==> config.mk <==
export PLATFORM = sky130hd
export DESIGN_NAME = prog_loader
export DESIGN_NICKNAME = d
export VERILOG_FILES = /design/src/rtl/prog_loader.sv
export SDC_FILE = /design/constraint.sdc
export NUM_CORES = 1
export LEC_CHECK = 0
export CAP_MARGIN = 20
export CORE_AREA = 2 2 108 110
export DETAILED_ROUTE_END_ITERATION = 16
export DIE_AREA = 0 0 110 112
export PLACE_DENSITY = 0.79
export SETUP_SLACK_MARGIN = 0.02
export SLEW_MARGIN = 20
export SYNTH_ARGS = -nofsm -noshare
export SYNTH_HDL_FRONTEND = slang
export SYNTH_SLANG_ARGS = --single-unit
export TNS_END_PERCENT = 30
==> constraint.sdc <==
create_clock -name clk -period 3.15 [get_ports clk]
set_clock_uncertainty 0.15 [all_clocks]
set_input_delay 0.945 -clock clk [delete_from_list [all_inputs] [get_ports clk]]
set_output_delay 0.945 -clock clk [all_outputs]
set_load 0.005 [all_outputs]
==> src/rtl/prog_loader.sv <==
// Program loader: streams 16 bytes from a host into a 16 x 8 program memory, then releases the core.
// Define PROG_LOADER_CKSUM_EN to require a 17th two's-complement checksum byte before release.
module prog_loader (
  input  logic       clk,
  input  logic       rst,
  input  logic       start,
  input  logic [7:0] in_data,
  input  logic       in_valid,
  output logic       in_ready,
  input  logic [3:0] pc,
  output logic [7:0] instr,
  output logic       core_rst_n,
  output logic       load_done,
  output logic       load_err
);

`ifdef PROG_LOADER_CKSUM_EN
  typedef enum logic [2:0] {
    StIdle  = 3'd0,
    StLoad  = 3'd1,
    StCheck = 3'd2,
    StRun   = 3'd3,
    StErr   = 3'd4
  } state_e;
`else
  typedef enum logic [2:0] {
    StIdle = 3'd0,
    StLoad = 3'd1,
    StRun  = 3'd3
  } state_e;
`endif

  state_e     state_q, state_d;
  logic [3:0] count_q, count_d;
  logic       mem_we;
  logic [7:0] mem_q [16];

`ifdef PROG_LOADER_CKSUM_EN
  logic [7:0] sum_q, sum_d;
  logic [7:0] sum_next;

  assign sum_next = sum_q + in_data;
`endif

  always_comb begin
    state_d    = state_q;
    count_d    = count_q;
    mem_we     = 1'b0;
    in_ready   = 1'b0;
    core_rst_n = 1'b0;
    load_done  = 1'b0;
    load_err   = 1'b0;
`ifdef PROG_LOADER_CKSUM_EN
    sum_d      = sum_q;
`endif
    unique case (state_q)
      StIdle: begin
        if (start) begin
          state_d = StLoad;
          count_d = 4'd0;
`ifdef PROG_LOADER_CKSUM_EN
          sum_d   = 8'd0;
`endif
        end
      end
      StLoad: begin
        in_ready = 1'b1;
        if (in_valid) begin
          mem_we = 1'b1;
`ifdef PROG_LOADER_CKSUM_EN
          sum_d  = sum_next;
`endif
          // Count saturates at 15 so no 17th write can land in the array.
          if (count_q == 4'd15) begin
`ifdef PROG_LOADER_CKSUM_EN
            state_d = StCheck;
`else
            state_d = StRun;
`endif
          end else begin
            count_d = count_q + 4'd1;
          end
        end
      end
`ifdef PROG_LOADER_CKSUM_EN
      StCheck: begin
        in_ready = 1'b1;
        if (in_valid) begin
          state_d = (sum_next == 8'd0) ? StRun : StErr;
        end
      end
      StErr: begin
        load_err = 1'b1;
        if (start) begin
          state_d = StLoad;
          count_d = 4'd0;
          sum_d   = 8'd0;
        end
      end
`endif
      StRun: begin
        core_rst_n = 1'b1;
        load_done  = 1'b1;
        if (start) begin
          state_d = StLoad;
          count_d = 4'd0;
`ifdef PROG_LOADER_CKSUM_EN
          sum_d   = 8'd0;
`endif
        end
      end
      default: state_d = StIdle;
    endcase
  end

  always_ff @(posedge clk or negedge rst) begin
    if (!rst) begin
      state_q <= StIdle;
      count_q <= 4'd0;
`ifdef PROG_LOADER_CKSUM_EN
      sum_q   <= 8'd0;
`endif
      // Reset fills memory with HLT so a half-loaded program can never run.
      for (int i = 0; i < 16; i++) begin
        mem_q[i] <= 8'hFF;
      end
    end else begin
      state_q <= state_d;
      count_q <= count_d;
`ifdef PROG_LOADER_CKSUM_EN
      sum_q   <= sum_d;
`endif
      if (mem_we) begin
        mem_q[count_q] <= in_data;
      end
    end
  end

  assign instr = (state_q == StRun) ? mem_q[pc] : 8'h00;

endmodule

---- Word-level counts from Yosys, hierarchy flattened ----
Index checks and enable logic that the tools add are counted.
cells by class
  add/subtract/negate cells ............... 1
  order comparisons ....................... 3
  equal/unequal tests ..................... 7
  multiplexer cells ....................... 19
  bitwise operators ....................... 2
  reductions and logical operators ........ 6
operators with widths
  kind                                                 count
  bitwise mux 128 bit                                  1
  binary-select mux 8 bit (select 4 bit)               1
  demux 8 bit (select 4 bit)                           1
  two-way mux 8 bit                                    4
  two-way mux 4 bit                                    3
  >= comparator 5 bit (second input constant)          2
  NOT 4 -> 5 bit                                       2
  two-way mux 3 bit                                    3
  one-hot mux 4 bit (2 select lines)                   1
  != test 2 bit (second input constant)                3
  one-hot mux 3 bit (2 select lines)                   1
  < comparator 5 x 1 -> 1 bit (second input constant)  1
  adder 4 x 1 -> 4 bit (second input constant)         1
  == test 4 bit (second input constant)                1
  two-way mux 1 bit                                    4
  AND reduction 4 bit                                  1
  == test 3 x 1 -> 1 bit (second input constant)       1
  == test 3 x 2 -> 1 bit (second input constant)       1
  logical NOT 3 bit                                    1
  AND reduction 3 bit                                  1
  != test 2 x 1 -> 1 bit (second input constant)       1
  nonzero test 2 bit                                   1
  OR reduction 2 bit                                   1
  logical AND 1 bit                                    1
word-level totals
  register bits after elaboration ......... 135
  input port bits ......................... 16
  output and inout bits ................... 12
  word-level logic and storage cells ...... 56

---- Depth between registers and ports, before layout ----
Gate-level depths: netlist (run 1).
  depth after elaboration ................. 6
  gate-level depth with buffers ........... 7
  gate-level depth less buffers ........... 6

---- Least setup slack after synthesis (run 1) ----
OpenSTA, ideal clock, no wires.
  path type ............................... input to output
  start point ............................. input port pc[1]
  end point ............................... output port instr[4]
  arrival time ............................ 1.919 ns
  required time ........................... 2.055 ns
  slack ................................... 0.136 ns
  cell stages on the path ................. 6
  buffers on the path ..................... 2
  path through ............................ clkbuf_1 -> nor2_1 -> buf_2 -> a22oi_1 -> nand2_1 -> o21ai_0
on the way
  longest elaborated chain between the ends .. 5
RTL lines
  element                                               line  RTL
  start, declared                                       10    input logic [3:0] pc,
  NOT 4 -> 5 bit (not written as such)                  139   assign instr = (state_q == StRun) ? mem_q[pc] : 8'h00;
  binary-select mux 8 bit (select 4 bit)                139
  two-way mux 8 bit (not written as such) (2 in a row)  139
  two-way mux 8 bit                                     139
  end, declared                                         11    output logic [7:0] instr,
Every way passes these cells. The select of a mux whose other input is x is not followed.

---- Worst setup path in the final report (run 1) ----
  start point ............................. input port pc[0]
  end point ............................... output port instr[0]
Same word-level chain as after synthesis.

==> flow_summary.json, run 1 <==
{
  "grt_usage_pct": 26.2,
  "dr.pass1.iters": 6,
  "placed_area_um2": 7210,
  "netlist_area_um2": 6640,
  "synth_top_area_share_pct": 50.7,
  "clk-insertion-delay-late_ps": 410,
  "grt_max_degree": 56,
  "cts_buffer_depth": 2,
  "post_route_cells_drive_above_1_share_pct": 71.7,
  "outcome": "finished, violations left",
  "synth_edf_count": 0,
  "cts.clk_slew.worst_paths_ps": 50,
  "tightestPinTransition_ps": 669,
  "cts_buffers": 17,
  "multi_input_area_um2": 3140,
  "hpwlAfterDp_um": 9580,
  "finalHoldViolCount": 0,
  "root_buffer": "clkbuf_16",
  "grt_pass1_vias": 4412,
  "synth_warnings": 0,
  "synth_area_leaders": "dfstp_2, mux2_2, mux2i_1",
  "start_util_pct": 59.4,
  "layout_worst_path_cycle_share_pct": 102,
  "ant_nets": 0,
  "pin_count": 28,
  "setup_violations": 7,
  "final_cell_mix": "dfstp_2, mux2_2, mux2i_1",
  "max_freq_mhz": 310,
  "peakVddDrop_v": 0.000498,
  "crit_fanout": 8,
  "netlist_instances": 478,
  "cap_violations": 0,
  "drtIter0Drc": 220,
  "core_um2": 11200,
  "cts_tree": "yes",
  "violations": "setup timing",
  "drc": 0,
  "power_density_nw_per_um2": 942,
  "grt_setup_unrepaired": "yes",
  "wirelength_um": 14500,
  "critPathRequiredTime_ps": 2050,
  "hold_buffers": 0,
  "slowest_stage": "mux4_2",
  "synth_top_flop_cell": "dfstp_2",
  "fill_cells": 737,
  "fin_crit_ps": 3230,
  "dieWidth_um": 110,
  "ys_seq_area_share_pct": 53.0,
  "stdcell_count": 683,
  "async_flop_share_pct": 100,
  "synth_cell_types": 34,
  "vias": 4085,
  "postLayoutCellArea_um2": 8050,
  "p_leak_uw": 0.00331,
  "gp_congestion": 0.762,
  "fin_ws_ps": -75.7,
  "seq_area_um2": 3510,
  "die_area_um2": 12300,
  "critPathMaxStageDelay_ps": 500,
  "crit_top_cell": "buf_12",
  "worstPathCellList": "buf_12 -> buf_12 -> mux4_2 -> nand2b_4 -> nand3_4 -> o21ai_4 -> buf_2",
  "via_per_inst": 5.98,
  "die_y_um": 112,
  "layout_commonest_cell": "dfstp_2",
  "antenna_cells": 0,
  "ys_ff_latch": 134,
  "syn_to_final_growth_pct": 21.3,
  "io_buffer_count": 26,
  "grt_overflow": 0,
  "wl_per_cell_um": 21.3,
  "grt_pass1_wl_um": 23900,
  "dpl_worst_slack_ps": -883,
  "synth_largest_area_cell": "dfstp_2",
  "slew_violations": 0,
  "finalCoreUtilization_pct": 72.1,
  "placedCellCount": 650,
  "rows": 39,
  "endpoint_kind": "output pin",
  "cp-start-kind": "input port",
  "synth_area_per_cell_um2": 13.9,
  "cts_max_level": 4,
  "critPathKind": "input port to output pin",
  "synth_fp_nets": 501,
  "numClockSinks": 134,
  "grt_antenna_before_repair": 0,
  "min_path_type": "flip-flop to flip-flop",
  "nets": 550,
  "arrival_ps": 2130,
  "slew_headroom_pct": 55.2
}
worst max-delay path: cells and delay by family:
family,cells,cell delay (ps)
muxes,1,500
buffers and inverters,3,350
and+or+nand+nor,2,250
AOI/OAI and AO/OA,1,70
cells by family (layout without fill, tap and decap cells):
kind of cell,count (synthesis),in the layout,synth area share (%)
AO/OA/AOI/OAI,49,49,4.96
AND/OR/NAND/NOR,66,66,5.51
other,1,1,0.0565
adder cells (fa/ha/maj),7,7,1.32
multiplexers,186,186,32.3
buffers and inverters,35,97,2.90
flip-flops,134,134,53.0
power breakdown:
group	leakage [uW]	internal [uW]	switching [uW]
logic	0.00160	1200	851
clock network	0.000299	1340	722
registers	0.00141	3020	457
worst paths after layout:
path | start | endpoint | slack (ps) | cells after the start
min reg2reg | state_q[1] | state_q[1] | 460 | 1
max | pc[0] | instr[0] | -80 | 7
max in group asynchronous | rst | mem_q[115] | 1780 | 2
min | state_q[1] | state_q[1] | 460 | 1
min in group asynchronous | rst | mem_q[0] | 680 | 1
max reg2reg | state_q[1] | mem_q[126] | 940 | 6
sequential cells by signal, indices dropped and copies added (netlist names):
name and count:
count_q 4, mem_q 128, state_q 2
cell type report:
cell class                 instances  area share (%)
tap                              143            2.22
clock buffer                      19            5.50
timing repair buffer              59            7.13
multi-input combinational        309            39.0
inverter                           6           0.280
sequential                       134            43.6
clock inverter                    13            2.24
through the flow:
stage               hold slack [ps]  total power, uW  setup TNS [ps]
floorplan                       362             4820               0
global placement                388             5230           -6370
detailed placement              447             5380           -6730
CTS                             460             7600            -304
global route                    471             7980            -531
finish                          457             7590            -318
synth_stat cells (4+ instances only):
master,n
a22oi_1,25
buf_2,4
buf_4,7
buf_6,4
clkbuf_1,14
dfrtp_1,6
dfstp_2,128
ha_1,7
inv_1,6
mux2_2,119
mux2_4,9
mux2i_1,51
mux4_2,7
nand2_1,14
nand2b_1,11
nand3_1,12
nor2_1,4
nor2_2,14
o21ai_0,13
per-layer routing:
metal | vias up | wire, um | share of wire, % | track usage, %
met5 | - | 0 | 0 | 0
met4 | 0 | 264 | 1.8 | 9.37
met3 | 21 | 502 | 3.5 | 6.21
met2 | 69 | 7380 | 51 | 41.6
met1 | 2157 | 6380 | 44 | 34.9
li1 | 1838 | - | - | -
what timing repair did:
action	in CTS	in global routing
buffers inserted	0	1
setup endpoints to repair	8	8
pin swaps	1	3
gates cloned	0	0
gates resized for setup	89	8
Power figures use the tool's default switching activity.
==> run 2: changes to the inputs <==
Settings changed: CORE_AREA 2 2 108 110 to 2 2 110 112, DIE_AREA 0 0 110 112 to 0 0 112 114, PLACE_DENSITY 0.79 to 0.76.
==> flow_summary.json, run 2 (synthesized netlist as in run 1, its figures left out) <==
{
  "outcome": "finished, violations left",
  "violations": "setup timing",
  "power_density_nw_per_um2": 918,
  "stdcell_count": 695,
  "min_path_type": "flip-flop to flip-flop",
  "hpwlAfterDp_um": 9650,
  "nets": 560,
  "rows": 40,
  "gp_congestion": 0.783,
  "endpoint_kind": "output pin",
  "root_buffer": "clkbuf_16",
  "grt_overflow": 0,
  "grt_pass1_wl_um": 24200,
  "cap_violations": 0,
  "grt_antenna_before_repair": 0,
  "tightestPinTransition_ps": 700,
  "fin_ws_ps": -80.7,
  "die_y_um": 114,
  "antenna_cells": 0,
  "cts.clk_slew.worst_paths_ps": 50,
  "grt_usage_pct": 25.0,
  "grt_setup_unrepaired": "yes",
  "die_area_um2": 12800,
  "fin_crit_ps": 3230,
  "grt_max_degree": 86,
  "largest_register": "mem_q",
  "critPathKind": "input port to output pin",
  "dieWidth_um": 112,
  "placedCellCount": 655,
  "largest_reg_flops": 128,
  "wl_per_cell_um": 21.7,
  "reg_top3": "mem_q x128, count_q x4, state_q x2",
  "post_route_cells_drive_above_1_share_pct": 70.6,
  "start_util_pct": 56.7,
  "finalCoreUtilization_pct": 68.5,
  "cts_max_level": 4,
  "arrival_ps": 2140,
  "core_um2": 11700,
  "cts_tree": "yes",
  "final_cell_mix": "dfstp_2, mux2_2, mux2i_1",
  "clk-insertion-delay-late_ps": 420,
  "peakVddDrop_v": 0.000462,
  "syn_to_final_growth_pct": 20.9,
  "fill_cells": 808,
  "vias": 4155,
  "io_buffer_count": 26,
  "via_per_inst": 5.98,
  "dr.pass1.iters": 4,
  "numClockSinks": 134,
  "finalHoldViolCount": 0,
  "drc": 0,
  "crit_fanout": 8,
  "grt_pass1_vias": 4474,
  "critPathRequiredTime_ps": 2050,
  "tns_ps": -410,
  "whs_ps": 431,
  "ant_nets": 0,
  "wirelength_um": 15100,
  "cts_buffers": 17,
  "max_freq_mhz": 310,
  "layout_commonest_cell": "dfstp_2",
  "setup_violations": 8,
  "layout_worst_path_cycle_share_pct": 103,
  "cts_buffer_depth": 2,
  "slew_violations": 0,
  "slew_headroom_pct": 53.2,
  "pin_count": 28,
  "cp-start-kind": "input port",
  "drtIter0Drc": 255,
  "dpl_worst_slack_ps": -943,
  "p_leak_uw": 0.00335
}
-- run 2: cell type report --
class / count / area, um2 / area share (%)
Inverter: 6 / 22.5 / 0.281
Sequential cell: 134 / 3510 / 43.8
Tap cell: 147 / 184 / 2.29
Timing Repair Buffer: 69 / 683 / 8.51
Clock buffer: 26 / 509 / 6.35
Multi-Input combinational cell: 309 / 3070 / 38.2
Clock inverter: 4 / 45.0 / 0.561
-- run 2: what timing repair did --
| action | in CTS | in global routing |
|---|---|---|
| setup buffers | 7 | 0 |
| gates resized for setup | 81 | 4 |
| endpoints found under the setup margin | 8 | 8 |
| pin swaps | 14 | 5 |
| hold buffers | 0 | 0 |
| cloned | 3 | 0 |
-- run 2: critical path: stages --
cell	delay (ps)
buf_16	120
buf_12	140
buf_16	150
mux2i_1	130
a22oi_1	260
nand2_1	100
o21ai_2	150
buf_2	130
-- run 2: worst paths after layout --
path | slack (ps) | cells past startpoint | from | end
worst max-delay path | -80 | 8 | pc[0] | instr[7]
worst min-delay path | 430 | 1 | state_q[1] | state_q[1]
worst max register to register | 900 | 6 | state_q[1] | mem_q[110]
worst min register to register | 430 | 1 | state_q[1] | state_q[1]
max in group asynchronous | 1690 | 2 | rst | mem_q[39]
min in group asynchronous | 650 | 1 | rst | mem_q[18]
-- run 2: metrics by stage --
step / area [um2] / total power (uW)
final: 8020 / 7370
after floorplan: 6640 / 4820
after global routing: 8020 / 7760
after detailed placement: 7180 / 5400
after CTS: 8010 / 7380
after global placement: 7180 / 5250
-- run 2: power breakdown --
part,switching (uW),total [uW],internal (uW)
Sequential,436,3450,3020
Combinational,864,2060,1190
Clock,681,1860,1180
-- run 2: routing by layer --
layer  track usage, %  vias to the layer above  wire length (um)
met5                0                        -                 0
met1             32.0                     2164              6500
met2             41.9                      111              7590
met3             6.59                       20               665
li1                 -                     1860                 -
met4             8.46                        0               339
